### src/rtl/blocpu_serial_loader.sv
// blocpu_serial_loader: UART byte-stream command parser driving the blocpu_core load port and run/reset controls.
module blocpu_serial_loader #(
  parameter int unsigned TIMEOUT_CYCLES = 1000000
) (
  input  logic        clk,
  input  logic        reset,
  input  logic [7:0]  rx_data,
  input  logic        rx_ready,
  output logic [7:0]  tx_data,
  output logic        tx_start,
  input  logic        tx_busy,
  output logic [11:0] instr_data,
  output logic [15:0] instr_addr,
  output logic        instr_write,
  output logic        core_run,
  output logic        core_reset,
  output logic        busy
);
  typedef enum logic [2:0] {IDLE, ADDR_HI, ADDR_LO, COUNT, DATA_HI, DATA_LO, CSUM, REPLY} state_t;
  localparam logic [7:0] ACK = 8'h4B;
  localparam logic [7:0] NAK = 8'h45;
  state_t state, state_n;
  logic [15:0] addr, addr_n, instr_addr_n;
  logic [8:0] cnt, cnt_n;
  logic [7:0] hi, hi_n, sum, sum_n, reply, reply_n, tx_data_n;
  logic [11:0] instr_data_n;
  logic [31:0] tmo, tmo_n;
  logic err, err_n, tx_start_n, instr_write_n, core_run_n, core_reset_n;
  logic in_frame, expired;
  assign in_frame = state != IDLE && state != REPLY;
  assign expired = TIMEOUT_CYCLES != 0 && !rx_ready && tmo + 32'd1 == TIMEOUT_CYCLES;
  assign busy = state != IDLE;
  always_ff @(posedge clk or posedge reset) begin
    if (reset) begin
      state <= IDLE;
      addr <= '0;
      cnt <= '0;
      hi <= '0;
      sum <= '0;
      reply <= '0;
      tmo <= '0;
      err <= 1'b0;
      tx_data <= '0;
      tx_start <= 1'b0;
      instr_data <= '0;
      instr_addr <= '0;
      instr_write <= 1'b0;
      core_run <= 1'b0;
      core_reset <= 1'b0;
    end else begin
      state <= state_n;
      addr <= addr_n;
      cnt <= cnt_n;
      hi <= hi_n;
      sum <= sum_n;
      reply <= reply_n;
      tmo <= tmo_n;
      err <= err_n;
      tx_data <= tx_data_n;
      tx_start <= tx_start_n;
      instr_data <= instr_data_n;
      instr_addr <= instr_addr_n;
      instr_write <= instr_write_n;
      core_run <= core_run_n;
      core_reset <= core_reset_n;
    end
  end
  always_comb begin
    state_n = state;
    addr_n = addr;
    cnt_n = cnt;
    hi_n = hi;
    sum_n = (rx_ready && in_frame) ? sum + rx_data : sum;
    reply_n = reply;
    tmo_n = in_frame ? (rx_ready ? 32'd0 : tmo + 32'd1) : 32'd0;
    err_n = err;
    tx_data_n = tx_data;
    tx_start_n = 1'b0;
    instr_data_n = instr_data;
    instr_addr_n = instr_addr;
    instr_write_n = 1'b0;
    core_run_n = core_run;
    core_reset_n = 1'b0;
    case (state)
      IDLE: if (rx_ready) begin
        if (rx_data == 8'h4C) begin
          core_run_n = 1'b0;
          err_n = 1'b0;
          sum_n = 8'h4C;
          state_n = ADDR_HI;
        end else if (rx_data == 8'h52 || rx_data == 8'h53 || rx_data == 8'h58) begin
          core_run_n = rx_data == 8'h52;
          core_reset_n = rx_data == 8'h58;
          reply_n = ACK;
          state_n = REPLY;
        end
      end
      ADDR_HI: if (rx_ready) begin
        addr_n[15:8] = rx_data;
        state_n = ADDR_LO;
      end
      ADDR_LO: if (rx_ready) begin
        addr_n[7:0] = rx_data;
        state_n = COUNT;
      end
      COUNT: if (rx_ready) begin
        cnt_n = {rx_data == 8'd0, rx_data};
        state_n = DATA_HI;
      end
      DATA_HI: if (rx_ready) begin
        hi_n = rx_data;
        state_n = DATA_LO;
      end
      DATA_LO: if (rx_ready) begin
        // A bad high nibble skips the write but keeps the address stream aligned
        if (hi[7:4] == 4'd0) begin
          instr_data_n = {hi[3:0], rx_data};
          instr_addr_n = addr;
          instr_write_n = 1'b1;
        end else err_n = 1'b1;
        addr_n = addr + 16'd1;
        cnt_n = cnt - 9'd1;
        state_n = cnt == 9'd1 ? CSUM : DATA_HI;
      end
      CSUM: if (rx_ready) begin
        reply_n = (sum_n != 8'd0 || err) ? NAK : ACK;
        state_n = REPLY;
      end
      REPLY: if (!tx_busy) begin
        tx_data_n = reply;
        tx_start_n = 1'b1;
        state_n = IDLE;
      end
      default: state_n = IDLE;
    endcase
    if (in_frame && expired) begin
      reply_n = NAK;
      state_n = REPLY;
    end
  end
endmodule

### config.mk
export PLATFORM = sky130hd
export DESIGN_NAME = blocpu_serial_loader
export DESIGN_NICKNAME = d
export VERILOG_FILES = /design/src/rtl/blocpu_serial_loader.sv
export SDC_FILE = /design/constraint.sdc
export NUM_CORES = 1
export LEC_CHECK = 0
export CORE_MARGIN = 2
export CORE_UTILIZATION = 45
export DETAILED_ROUTE_END_ITERATION = 7
export HOLD_SLACK_MARGIN = 0.06
export REMOVE_ABC_BUFFERS = 1
export SYNTH_ARGS = -nofsm -noshare
export SYNTH_HDL_FRONTEND = slang
export SYNTH_SLANG_ARGS = --single-unit
export TNS_END_PERCENT = 5
### constraint.sdc
create_clock -name clk -period 8.7 [get_ports clk]
set_input_delay 0.87 -clock clk [delete_from_list [all_inputs] [get_ports clk]]
set_output_delay 0.87 -clock clk [all_outputs]
set_load 0.05 [all_outputs]
# --- After elaboration in Yosys (flattened, before gate mapping) ---
# Index checks and enable logic that the tools add are counted.
word_totals:
  regBits: 125
  input_bits: 12
op_classes:
  n_addsub: 4
  n_bitwise: 1
  n_eq_ne: 32
  n_mux: 49
  reduce_logical: 29
op_table:
  columns: ["cell", "count"]
  rows:
  - ["8-bit 2-to-1 mux", 10]
  - ["32-bit 2-to-1 mux", 2]
  - ["8-bit one-hot mux with 2 select lines", 3]
  - ["3-bit 2-to-1 mux", 11]
  - ["3-bit != test, second input constant", 11]
  - ["32-bit by 1-bit adder with 32-bit output, second input constant", 1]
  - ["32-bit by 20-bit == test with 1-bit output, second input constant", 1]
  - ["8-bit by 7-bit == test with 1-bit output, second input constant", 4]
  - ["3-bit one-hot mux with 8 select lines", 1]
  - ["9-bit 2-to-1 mux", 2]
  - ["9-bit one-hot mux with 2 select lines", 1]
  - ["16-bit by 1-bit adder with 16-bit output, second input constant", 1]
  - ["16-bit 2-to-1 mux", 1]
  - ["1-bit 2-to-1 mux", 15]
  - ["3-bit AND reduction", 5]
  - ["2-bit != test, second input constant", 7]
  - ["3-bit == test, second input constant", 4]
  - ["5-bit AND reduction", 2]
  - ["2-bit nonzero test", 5]
  - ["9-bit by 1-bit == test with 1-bit output, second input constant", 1]
  - ["9-bit AND reduction", 1]
  - ["9-bit by 1-bit subtractor with 9-bit output, second input constant", 1]
  - ["8-bit adder", 1]
  - ["8-bit zero test", 1]
  - ["15 further kinds", 23]

# --- Depth between registers and ports, before layout ---
depth:
  word_depth: 10
  mapped_depth: 10

# --- Worst setup path before layout ---
# No wires, ideal clock.
synth_path:
  kind: "input to register"
  startpoint: "in rx_data[1]"
  endpoint: "reg reply[3]"
  slack_ps: 5892
  arrival_time_ps: 2689
  stages: 9
  setup_time_ps: 119
  required_time_ps: 8581
  path_buffers: 0
  cell_sequence: "ha_1 > a21o_1 > a211o_1 > a2111oi_0 > o211ai_1 > nand2_1 > xor2_1 > o22ai_1 > a21o_2"
synth_between:
  elab_chain_cells: 8
  word_cells_on_any_way: 17
  cone_classes: "add/sub: 1; eq/ne: 6; mux: 5; reduce/logical: 5"
synth_lines:
  columns: ["element", "line_no", "rtl"]
  rows:
  - ["start: declaration", "7", "input logic [7:0] rx_data,"]
  - ["8-bit adder", "73", "sum_n = (rx_ready && in_frame) ? sum + rx_data : sum;"]
  - ["8-bit 2-to-1 mux", "73", null]
  - ["8-bit nonzero test", "126", "reply_n = (sum_n != 8'd0 || err) ? NAK : ACK;"]
  - ["1-bit logical OR", "126", null]
  - ["4-bit 2-to-1 mux", "126", null]
  - ["8-bit 2-to-1 mux", "125", "CSUM: if (rx_ready) begin"]
  - ["8-bit one-hot mux with 2 select lines", "84", "case (state)"]
  - ["8-bit 2-to-1 mux", "136", "if (in_frame && expired) begin"]
  - ["end signal: assignment", "56", "reply <= reply_n;"]
  - ["end: declaration", "25", "logic [7:0] hi, hi_n, sum, sum_n, reply, reply_n, tx_data_n;"]
# Several ways; a longest one is shown, not always the timed one. The select of a mux whose other input is x is not followed.
# A chain may end at the register's enable or synchronous reset.

# --- Worst setup path after layout ---
layout_path:
  startpoint: "reg state[2]"
  endpoint: "out busy"
layout_between:
  elab_chain_cells: 1
layout_lines:
  columns: ["element", "line_no", "rtl"]
  rows:
  - ["start: declaration", "22", "state_t state, state_n;"]
  - ["start signal: assignment", "51", "state <= state_n;"]
  - ["3-bit nonzero test", "32", "assign busy = state != IDLE;"]
  - ["end: declaration", "17", "output logic busy"]
# Every way passes these cells.

==> metrics.txt <==
Ports 53; synth-to-layout area growth 17.5%; clk_skew between 0.009 and 0.01 ns; port bufs 49; Die Span Y 122 um; Syn Inst Count roughly 710; Max Fclk approximately 290 MHz; most frequent cells in the layout 131 x nand2_1, 115 x dfrtp_1, 71 x nor2_1; postcts setup bufs 0; hold buffer count at CTS 0; total wire length 15.4 mm; Warnings, synthesis 0; Hold Path Class flop to flop; status finished clean; DR iter-0 viols 519; CTS H-tree depth 4; flop and latch count out of synthesis 115; Synth Cell Area around 0.0063 mm2; Clk pin slew, worst setup/hold paths around 0.050 ns; GPL Wtd Cong 0.921; TritonCTS clock tree yes; post-DR wirelength/cell 16.5 um; critical path arrival between 2 and 3 ns; R2R cell count 8; LEAKAGE ~3.2 nW; RSZ-0062 raised after global routing no; non-filler cells, final 933; Crit Path Class flop to output port; ANT cells 0; gr ovfl total 0; initial antenna violation count 0; Clk Latency, worst-skew pair 0.41 ns; fin crit period between 3 and 4 ns; DRC violations left 0; final hold vios 0; layout net count between 700 and 800; ys async rst share 1.00; dpl hpwl 10.8 mm; post-synthesis sequential area ratio 0.459; Startpoint Class flop; dpl cells 902; setup violators final 0; Setup WS post-layout 5.24 ns; Syn Area/Cell 8.87 um2; fin crit share 0.398; Setup WS pre-CTS roughly 4.9 ns; DRT antenna net count 0; Rows 43; crit end category output port; Fin Setup TNS 0 ns; via count about 5,300; Netlist cell types 69; Main synth FF type dfrtp_1; vias per cell 5.68; die area roughly 0.015 mm2; Core Area 0.0138 mm2; clk root buf clkbuf_16; Reg2Reg Launch Point tmo[9]; Worst-Margin Slew 1.13 ns; flop-to-flop setup slack 5.55 ns; max cap viols 0; R2R Path End reply[3]; worst relative slew slack 0.241; Hold Path Cell Cnt 2; DR pass1 iterations 5; Resize count post-CTS 0; initial core utilization 0.455; worst-path fanout max 18; overall routing resource usage 0.223; Slew Limit Fails 0; Critical Path RT 7.83 ns; power per cell area around 330 mW/mm2; commonest non-fill, non-tap cell in the layout nand2_1; share of layout cells above drive strength 1 0.0850; CTS Buffer Depth 2; vias in the first global route ~5,000; CTS Sinks 115; cts bufs inserted 17; Max rail drop VDD 0.179 mV; Die Span X roughly 120 um; hold wc startpoint instr_addr[6]; largest net degree at the start of global routing 70; hold path endpoint instr_addr[6]; Post-synth EDFFs 0; wire length of the first global-routing pass 25.8 mm
sequential cells by signal, indices dropped and copies added (netlist names):
register,flops
instr_data,12
state,3
tx_start,1
hi,8
cnt,9
tx_data,3
addr,16
instr_addr,16
reply,3
core_reset,1
tmo,32
core_run,1
instr_write,1
sum,8
err,1
layer usage:
| layer | up-vias | share of wire | global-route usage |
|---|---|---|---|
| li1 | 2538 | - | - |
| met1 | 2581 | 0.50 | 0.328 |
| met2 | 173 | 0.44 | 0.321 |
| met3 | 11 | 0.062 | 0.0618 |
| met4 | 0 | 0.0069 | 0.0639 |
| met5 | - | 0 | 0 |
worst max path at each step:
stage               start       end  slack (ns)  cells after the start
2_1_floorplan       reset   addr[0]        4.79                      1
3_3_place_gp   rx_data[1]  reply[3]        5.04                     10
3_5_place_dp   rx_data[1]  reply[3]        4.88                     10
4_1_cts          state[2]      busy        5.22                      3
5_1_grt          state[2]      busy        5.06                      3
6_report         state[2]      busy        5.24                      3
worst max-delay path: stages (launching register included):
cell and delay (ns):
dfrtp_1 0.59, nor3_1 0.62, inv_1 0.20, clkdlybuf4s50_1 0.76
cell usage after synthesis (11+ instances only):
cell type | n | area share
o21ai_0 | 28 | 0.022
mux2_2 | 12 | 0.022
dfrtp_1 | 115 | 0.46
xor2_1 | 19 | 0.027
nor3_1 | 19 | 0.015
nand2_1 | 131 | 0.078
xnor2_1 | 22 | 0.031
a21oi_1 | 47 | 0.037
ha_1 | 11 | 0.022
nand4_1 | 14 | 0.014
clkbuf_1 | 25 | 0.015
nand3_1 | 27 | 0.022
inv_1 | 13 | 0.0078
nor2_1 | 71 | 0.042
report_power, final:
part,switching (mW),internal (mW)
logic,0.607,0.351
registers,0.165,0.707
clock network,0.231,0.397
total,1.00,1.45
metrics by stage:
stage	hold WS, ns	util	instance area, um2	power, mW
after detailed placement	0.462	0.497	6840	1.83
final	0.470	0.535	7370	2.46
after floorplan	0.435	-	6080	1.52
after global placement	0.456	0.497	6840	1.81
after CTS	0.476	0.535	7370	2.47
after global routing	0.499	0.535	7370	2.61
cell type report:
cell class | instances | area (um2)
clock buffers | 26 | 509
inverters | 14 | 55.1
repair buffers | 54 | 528
well taps | 180 | 225
clock inverters | 5 | 25.0
flip-flops and latches | 115 | 2880
multi-input cells | 539 | 3150
fillers | 1346 | 6400
cell families (layout without fill, tap and decap cells):
family	count (synthesis)	count (layout)	synth area share
other cells	1	3	0.000598
fa+ha+maj	12	12	0.0251
xor+xnor	41	41	0.0572
flops	115	115	0.459
mux	18	18	0.0311
compound gates	132	132	0.131
buf+inv	55	99	0.0407
simple gates	333	333	0.255
Power figures use the tool's default switching activity.
